### src/rtl/top_cdt_trig_pkg.sv
// top_cdt_trig_pkg: shared state encoding and size constants for trig_sched.
package top_cdt_trig_pkg;
    typedef enum logic [1:0] {ST_IDLE, ST_ISSUE, ST_WAIT, ST_DEAD} state_e;
    localparam int DEF_N_SRC = 4;
    localparam int DEF_TMO_W = 16;
    localparam int CNT_W     = 32;
endpackage

### src/rtl/rr_arbiter.sv
// rr_arbiter: round-robin pick of the first request after ptr_i (wrapping).
// Ports: req_i request vector, ptr_i last granted index, idx_o grant index, vld_o any request.
module rr_arbiter #(
    parameter int N  = 4,
    parameter int SW = (N > 1) ? $clog2(N) : 1
) (
    input  logic [N-1:0]  req_i,
    input  logic [SW-1:0] ptr_i,
    output logic [SW-1:0] idx_o,
    output logic          vld_o
);
    logic [SW-1:0] j;
    // Scan from farthest to nearest so the nearest request after ptr_i wins.
    always_comb begin
        idx_o = '0;
        vld_o = 1'b0;
        j     = '0;
        for (int k = N; k >= 1; k--) begin
            j = SW'((int'(ptr_i) + k) % N);
            if (req_i[j]) begin
                idx_o = j;
                vld_o = 1'b1;
            end
        end
    end
endmodule

### src/rtl/trig_sched.sv
// trig_sched: round-robin scheduler sharing one trigger output among N_SRC requesters.
// Ports: clk, rst_n (async active-low), in_live (flush when low), in_req/in_mask per source,
//        in_ack, user_dead, user_tmo, in_clr; out_trig/out_src grant pulse, out_busy, out_err,
//        out_cnt_acc/out_cnt_lost per-source 32-bit counters.
// Build option: TRIG_SCHED_CNT_EN enables the statistics counters (constant 0 otherwise).
module trig_sched
    import top_cdt_trig_pkg::*;
#(
    parameter int N_SRC = DEF_N_SRC,
    parameter int TMO_W = DEF_TMO_W,
    parameter int SW    = (N_SRC > 1) ? $clog2(N_SRC) : 1
) (
    input  logic                   clk,
    input  logic                   rst_n,
    input  logic                   in_live,
    input  logic [N_SRC-1:0]       in_req,
    input  logic [N_SRC-1:0]       in_mask,
    input  logic                   in_ack,
    input  logic [TMO_W-1:0]       user_dead,
    input  logic [TMO_W-1:0]       user_tmo,
    input  logic                   in_clr,
    output logic                   out_trig,
    output logic [SW-1:0]          out_src,
    output logic                   out_busy,
    output logic                   out_err,
    output logic [N_SRC*CNT_W-1:0] out_cnt_acc,
    output logic [N_SRC*CNT_W-1:0] out_cnt_lost
);
    state_e           state_q, state_d;
    logic [N_SRC-1:0] pend_q, pend_d, gnt_oh, set_v;
    logic [SW-1:0]    ptr_q, ptr_d, gnt_q, gnt_d, arb_idx;
    logic [TMO_W-1:0] cnt_q, cnt_d;
    logic             arb_vld;

    rr_arbiter #(.N(N_SRC), .SW(SW)) u_arb (
        .req_i(pend_q & in_mask),
        .ptr_i(ptr_q),
        .idx_o(arb_idx),
        .vld_o(arb_vld)
    );

    assign set_v    = in_req & in_mask & {N_SRC{in_live}};
    assign gnt_oh   = (state_q == ST_ISSUE) ? (N_SRC'(1) << gnt_q) : '0;
    // A request landing on its own grant cycle re-arms pending instead of being lost.
    assign pend_d   = in_live ? (((pend_q & ~gnt_oh) | set_v) & in_mask) : '0;
    assign out_trig = state_q == ST_ISSUE;
    assign out_src  = out_trig ? gnt_q : '0;
    assign out_busy = state_q != ST_IDLE;
    assign out_err  = state_q == ST_WAIT && !in_ack && user_tmo != '0 && cnt_q == user_tmo;

    // cnt_q counts WAIT_ACK cycles, then DEAD cycles, restarting at 0 on entry to each.
    always_comb begin
        state_d = state_q;
        cnt_d   = cnt_q;
        ptr_d   = ptr_q;
        gnt_d   = gnt_q;
        if (!in_live) begin
            state_d = ST_IDLE;
            cnt_d   = '0;
        end else begin
            case (state_q)
                ST_IDLE: if (arb_vld) begin
                    state_d = ST_ISSUE;
                    gnt_d   = arb_idx;
                    ptr_d   = arb_idx;
                end
                ST_ISSUE: begin
                    state_d = ST_WAIT;
                    cnt_d   = '0;
                end
                ST_WAIT: if (in_ack || out_err) begin
                    state_d = ST_DEAD;
                    cnt_d   = '0;
                end else cnt_d = cnt_q + TMO_W'(1);
                ST_DEAD: if (cnt_q == user_dead) state_d = ST_IDLE;
                         else cnt_d = cnt_q + TMO_W'(1);
                default: state_d = ST_IDLE;
            endcase
        end
    end

    always_ff @(posedge clk or negedge rst_n) begin
        if (!rst_n) begin
            state_q <= ST_IDLE;
            pend_q  <= '0;
            ptr_q   <= SW'(N_SRC - 1);
            gnt_q   <= '0;
            cnt_q   <= '0;
        end else begin
            state_q <= state_d;
            pend_q  <= pend_d;
            ptr_q   <= ptr_d;
            gnt_q   <= gnt_d;
            cnt_q   <= cnt_d;
        end
    end

`ifdef TRIG_SCHED_CNT_EN
    logic [CNT_W-1:0] acc_q  [N_SRC];
    logic [CNT_W-1:0] lost_q [N_SRC];
    logic [N_SRC-1:0] lost_v;

    assign lost_v = set_v & pend_q & ~gnt_oh;

    always_ff @(posedge clk or negedge rst_n) begin
        if (!rst_n) begin
            for (int i = 0; i < N_SRC; i++) begin
                acc_q[i]  <= '0;
                lost_q[i] <= '0;
            end
        end else begin
            for (int i = 0; i < N_SRC; i++) begin
                if (in_clr) begin
                    acc_q[i]  <= '0;
                    lost_q[i] <= '0;
                end else begin
                    if (gnt_oh[i]) acc_q[i]  <= acc_q[i] + CNT_W'(1);
                    if (lost_v[i]) lost_q[i] <= lost_q[i] + CNT_W'(1);
                end
            end
        end
    end

    for (genvar g = 0; g < N_SRC; g++) begin : g_cnt
        assign out_cnt_acc[g*CNT_W +: CNT_W]  = acc_q[g];
        assign out_cnt_lost[g*CNT_W +: CNT_W] = lost_q[g];
    end
`else
    logic unused_clr;
    assign unused_clr   = in_clr;
    assign out_cnt_acc  = '0;
    assign out_cnt_lost = '0;
`endif
endmodule
### config.mk
export PLATFORM = sky130hd
export DESIGN_NAME = trig_sched
export DESIGN_NICKNAME = d
export VERILOG_FILES = /design/src/rtl/top_cdt_trig_pkg.sv /design/src/rtl/rr_arbiter.sv /design/src/rtl/trig_sched.sv
export SDC_FILE = /design/constraint.sdc
export NUM_CORES = 1
export LEC_CHECK = 0
export ABC_AREA = 1
export CORE_MARGIN = 10
export CORE_UTILIZATION = 35
export CTS_CLUSTER_DIAMETER = 50
export DETAILED_ROUTE_END_ITERATION = 6
export GPL_TIMING_DRIVEN = 0
export PLACE_DENSITY = 0.77
export SETUP_SLACK_MARGIN = 0.5
export SYNTH_ARGS = -nofsm -noshare
export SYNTH_HDL_FRONTEND = slang
export SYNTH_HIERARCHICAL = 1
export SYNTH_SLANG_ARGS = --single-unit
### constraint.sdc
create_clock -name clk -period 3.9 [get_ports clk]
set_input_delay 0.585 -clock clk [delete_from_list [all_inputs] [get_ports clk]]
set_output_delay 0.585 -clock clk [all_outputs]
set_load 0.005 [all_outputs]
# Word-level counts from Yosys, hierarchy flattened
# Cells that the tools add are included.
classes:
  addsub: 5
  magnitude_cmp: 4
  eq_ne: 10
  shifts: 1
  n_mux: 28
  bitwise_logic: 7
  n_reduce_logical: 11
ops:
  columns: ["operator", "n"]
  rows:
  - ["two-way mux 16 bit", 3]
  - ["case mux 16 bit (3 select lines)", 1]
  - ["equality test 16 bit", 2]
  - ["bitwise AND 4 bit", 5]
  - ["two-way mux 2 bit", 9]
  - ["adder 16 x 1 -> 16 bit, second input constant", 1]
  - ["nonzero test 16 bit", 1]
  - ["less-than comparator 2 x 3 -> 1 bit, second input constant", 4]
  - ["!= test 3 bit, second input constant", 3]
  - ["binary-select mux 1 bit (select 2 bit)", 4]
  - ["two-way mux 1 bit", 8]
  - ["two-way mux 4 bit", 2]
  - ["case mux 2 bit (4 select lines)", 1]
  - ["AND reduction 3 bit", 2]
  - ["adder 2 x 1 -> 2 bit, second input constant", 2]
  - ["adder 2 bit, second input constant", 2]
  - ["equality test 2 bit, second input constant", 2]
  - ["!= test 4 x 1 -> 1 bit, second input constant", 1]
  - ["inverter 4 bit", 1]
  - ["bitwise OR 4 bit", 1]
  - ["<< shifter 1 x 2 -> 4 bit, first input constant", 1]
  - ["logical AND 1 bit", 3]
  - ["!= test 3 x 2 -> 1 bit, second input constant", 1]
  - ["equality test 2 x 1 -> 1 bit, second input constant", 1]
  - ["5 further kinds", 5]
word_totals:
  reg_bits: 26
  in_bits: 45
  output_inout_bits: 261
  wordCells: 71

# Longest topological paths before layout
logic_depth:
  depth_word: 10
  mapped_depth: 14
  depth_no_buf: 13

# Hierarchy
# The synthesis kept the hierarchy.
by_module_without_submodules:
  columns: ["mod", "n_inst", "cells_each", "area_per_inst_um2", "seq_area_each_um2"]
  rows:
  - ["trig_sched", 1, 674, 4337.9, 653.1]
  - ["rr_arbiter", 1, 49, 226.5, 0.0]

# Worst setup path after synthesis
# No wires, ideal clock.
synth_timing:
  kind: "register -> output"
  startpoint: "register state_q[0]"
  endpoint: "output port out_err"
  arrival_time_ns: 1.294
  required_time_ns: 3.315
  slack_ns: 2.021
  path_stages_with_launch: 11
  path_buffers: 0
  path_cell_list: "dfrtp_1 inv_1 ha_1 inv_1 nor2_1 nand2_1 nor2_1 nand2_1 nor2_1 nand3_1 inv_1"
synth_between:
  elab_chain_cells: 4
synth_rtl:
  columns: ["item", "line", "source"]
  rows:
  - ["start, declared", "trig_sched.sv:29", "state_e state_q, state_d;"]
  - ["start signal, assigned", "trig_sched.sv:90", "state_q <= state_d;"]
  - ["equality test 2 bit", "trig_sched.sv:49", "assign out_err = state_q == ST_WAIT && !in_ack && user_tmo != '0 && cnt_q == user_tmo;"]
  - ["logical AND 1 bit (3 in a row)", "trig_sched.sv:49", null]
  - ["end, declared", "trig_sched.sv:25", "output logic out_err,"]
# No other way between the ends.

# Final worst setup path
# Same ends and word-level chain as after synthesis.

==> results.ini <==
[run_status]
status = finished clean

[final_layout]
fillCellCount = 1291
area_growth_pct = 37.8
drive_gt1_share_pct = 28.3
final_cell_mix = buf_4, conb_1, nand2_1, inv_1, nor2_1
diodes = 0
nets = 1081

[die]
start_util_pct = 36.0
boundaryPins = 306
die_h_um = 134
placementRows = 41
die_w_um = 134
core_area_mm2 = 0.0127
die_area_mm2 = 0.0180

[clock_tree]
cts_made_buffers = 3
cts.sinks = 26
cts_tree = yes
cts_htree_levels = 1
clk_latency_ps = 260
cts_root_buf = clkbuf_16
cts_hold_buf = 0
cts_buffer_depth = 2
cts_setup_buffers = 0
clk_pin_slew_worst_paths_ps = 70
cts_resized = 0

[sta]
fin_worst_skew_ps = 8.96
worstMarginPinSlew_ps = 619
hold_viol = 0
post-route-period-util_pct = 76.3
setup_viol = 0
setup-tns-final_ps = 0
setup_slack_ps = 925
slew_headroom_pct = 58.7
rsz0062_at_grt = no
fmax_ghz = 0.336
period_needed_ps = 2970
maxSlewViolCount = 0

[grt]
antenna_found_initial = 0
first_global_vias = 3870
track_usage_pct = 13.0
grt_pass1_wl_mm = 19.3
grt_overflow = 0
grt_max_degree = 27

[worst_setup_path]
required_ps = 3310
cp_slowest_cell = clkdlybuf4s50_1
cp_cell_sequence = inv_1, ha_1, inv_1, nor2_1, nand2_1, nor2_1, nand2_1, nor2_1, nand3_1, inv_1, clkdlybuf4s50_1
crit_fanout = 6
worstSetupPathType = flip-flop to output pin
critPathTopFamily = buffers and inverters
cp-start-kind = flip-flop
crit_arrival_ps = 2390
max_stage_delay_ps = 510
crit_buf_inv = 4
worstSetupEndpointType = output pin

[synth]
syn_area_per_cell_um2 = 6.31
syn_area_mm2 = 0.00456
muxShareOfSynthArea_pct = 0
synth-seq-area-share_pct = 14.3
yosysWarnings = 6
ys_ff_latch = 26
synth_cell_type_count = 30
synth_top_family_by_area = buffers and inverters
synth-simple-area-share_pct = 28.3
synth-compound-area-share_pct = 3.29
yosys.area_share.adder_pct = 1.37
synthCells = 723
synth_xor_area_share_pct = 2.30

[power]
p_sw_w = 0.000501
switching_share_pct = 38.3
peakVddDrop_uv = 146
clockPowerShare_pct = 17.7
seqPwrFrac_pct = 25.2
comb_power_share_pct = 57.1
internal-power_w = 0.000806
p_per_area_mw_per_mm2 = 208
power_leakage_nw = 3.99

[routing]
finalWirelength_mm = 13.0
first_iter_violations = 212
drcViolationCount = 0
ant_nets = 0
wire_per_inst_um = 10.8
via_count = 4259
dr.pass1.iters = 4
vias_per_cell = 3.54

[placed_design]
post-place-ws_ps = 1000
detailed_place_hpwl_mm = 11.8
portBuffers = 48
gp_congestion = 0.933

[min_path]
hold_path.class = primary input to asynchronous set/reset pin

[run]
cap_violations = 0

## power by group through the flow
stage               Combinational (W)  Clock, W  Sequential (W)
floorplan                    0.000558         0        0.000327
global placement             0.000713         0        0.000332
detailed placement           0.000719         0        0.000334
CTS                          0.000721  0.000236        0.000329
global route                 0.000837  0.000246        0.000333
finish                       0.000746  0.000232        0.000329
## worst paths after layout
| kind | from | endpoint | slack, ps | depth (start not counted) |
|---|---|---|---|---|
| max | state_q[0]$_DFFE_PN0P_ | out_err | 930 | 11 |
| min | rst_n | cnt_q[1]$_DFFE_PN0P_ | 330 | 1 |
| max reg2reg | state_q[0]$_DFFE_PN0P_ | cnt_q[7]$_DFFE_PN0P_ | 1620 | 13 |
| min reg2reg | ptr_q[0]$_DFFE_PN1P_ | ptr_q[0]$_DFFE_PN1P_ | 490 | 2 |
| max in group asynchronous | rst_n | cnt_q[8]$_DFFE_PN0P_ | 3150 | 1 |
| min in group clk | ptr_q[0]$_DFFE_PN1P_ | ptr_q[0]$_DFFE_PN1P_ | 490 | 2 |
## Yosys cell counts
| cell | instances | share of area, % |
|---|---|---|
| buf_6 | 3 | 0.74 |
| a22oi_1 | 2 | 0.33 |
| nand3b_1 | 1 | 0.16 |
| buf_12 | 1 | 0.44 |
| a21oi_1 | 14 | 1.5 |
| xor2_1 | 12 | 2.3 |
| nand2_2 | 6 | 0.82 |
| clkbuf_1 | 1 | 0.082 |
| nand3_1 | 25 | 2.7 |
| nand3_2 | 4 | 0.88 |
| buf_2 | 5 | 0.55 |
| buf_4 | 256 | 42 |
| nand4_1 | 14 | 1.9 |
| and2_4 | 1 | 0.19 |
| nor3_1 | 3 | 0.33 |
| a21oi_4 | 1 | 0.36 |
| dfrtp_1 | 24 | 13 |
| inv_2 | 3 | 0.25 |
| nor2_1 | 64 | 5.3 |
| inv_8 | 1 | 0.25 |
| conb_1 | 1 | 0.082 |
| o21ai_1 | 3 | 0.33 |
| o21ai_2 | 1 | 0.19 |
| o21ai_0 | 5 | 0.55 |
| clkbuf_2 | 1 | 0.11 |
| nand2_1 | 191 | 16 |
| inv_1 | 71 | 5.8 |
| dfstp_2 | 2 | 1.2 |
| ha_1 | 5 | 1.4 |
| nor2_2 | 2 | 0.27 |
## worst reg2reg max path, stage by stage (launching register included)
cell and delay, ps:
dfrtp_1 430, inv_1 100, ha_1 280, inv_1 60
nor2_1 240, nand2_1 100, nor2_1 90, nand2_1 50
nor2_1 80, nand3_1 110, nand2_1 110, nand2_2 160
a21oi_4 260, nor2_1 80
## per-stage QoR
stage	util [%]	hold slack, ps	std cells	total power [W]	cell area [um^2]
6_report	49.6	332	1202	0.00131	6290
3_5_place_dp	49.1	486	1198	0.00105	6220
3_3_place_gp	49.1	484	1198	0.00104	6220
2_1_floorplan	-	289	978	0.000885	5520
5_1_grt	49.6	386	1202	0.00142	6290
4_1_cts	49.7	499	1202	0.00129	6300
## registers in the layout, summed over array words and instances, names as in the netlist
signal / flops
cnt_q: 16
pend_q: 4
gnt_q: 2
ptr_q: 2
state_q: 2
## final cells by class
| type | count | area [um^2] | area share (%) |
|---|---|---|---|
| clock buffer | 4 | 78.8 | 1.25 |
| buffer | 267 | 2010 | 31.9 |
| timing repair buffer | 48 | 475 | 7.56 |
| multi-input combinational | 610 | 2570 | 40.9 |
| tap | 172 | 215 | 3.42 |
| inverter | 75 | 289 | 4.59 |
| sequential | 26 | 653 | 10.4 |
## cells by family after synthesis
group                    count (synthesis)
AO/OA/AOI/OAI                           26
other                                    1
XOR/XNOR                                12
buffers and inverters                  342
adder cells (fa/ha/maj)                  5
AND/OR/NAND/NOR                        311
flip-flops                              26
## metal layers
metal  track usage (%)  wire (um)  vias to the layer above
met1              13.4       4770                     1739
met4              3.33        180                        0
li1                  -          -                     2283
met5                 0          0                        -
met2              23.9       6440                      227
met3              5.15       1650                       10
No activity file was read; power rests on OpenSTA's default activity.
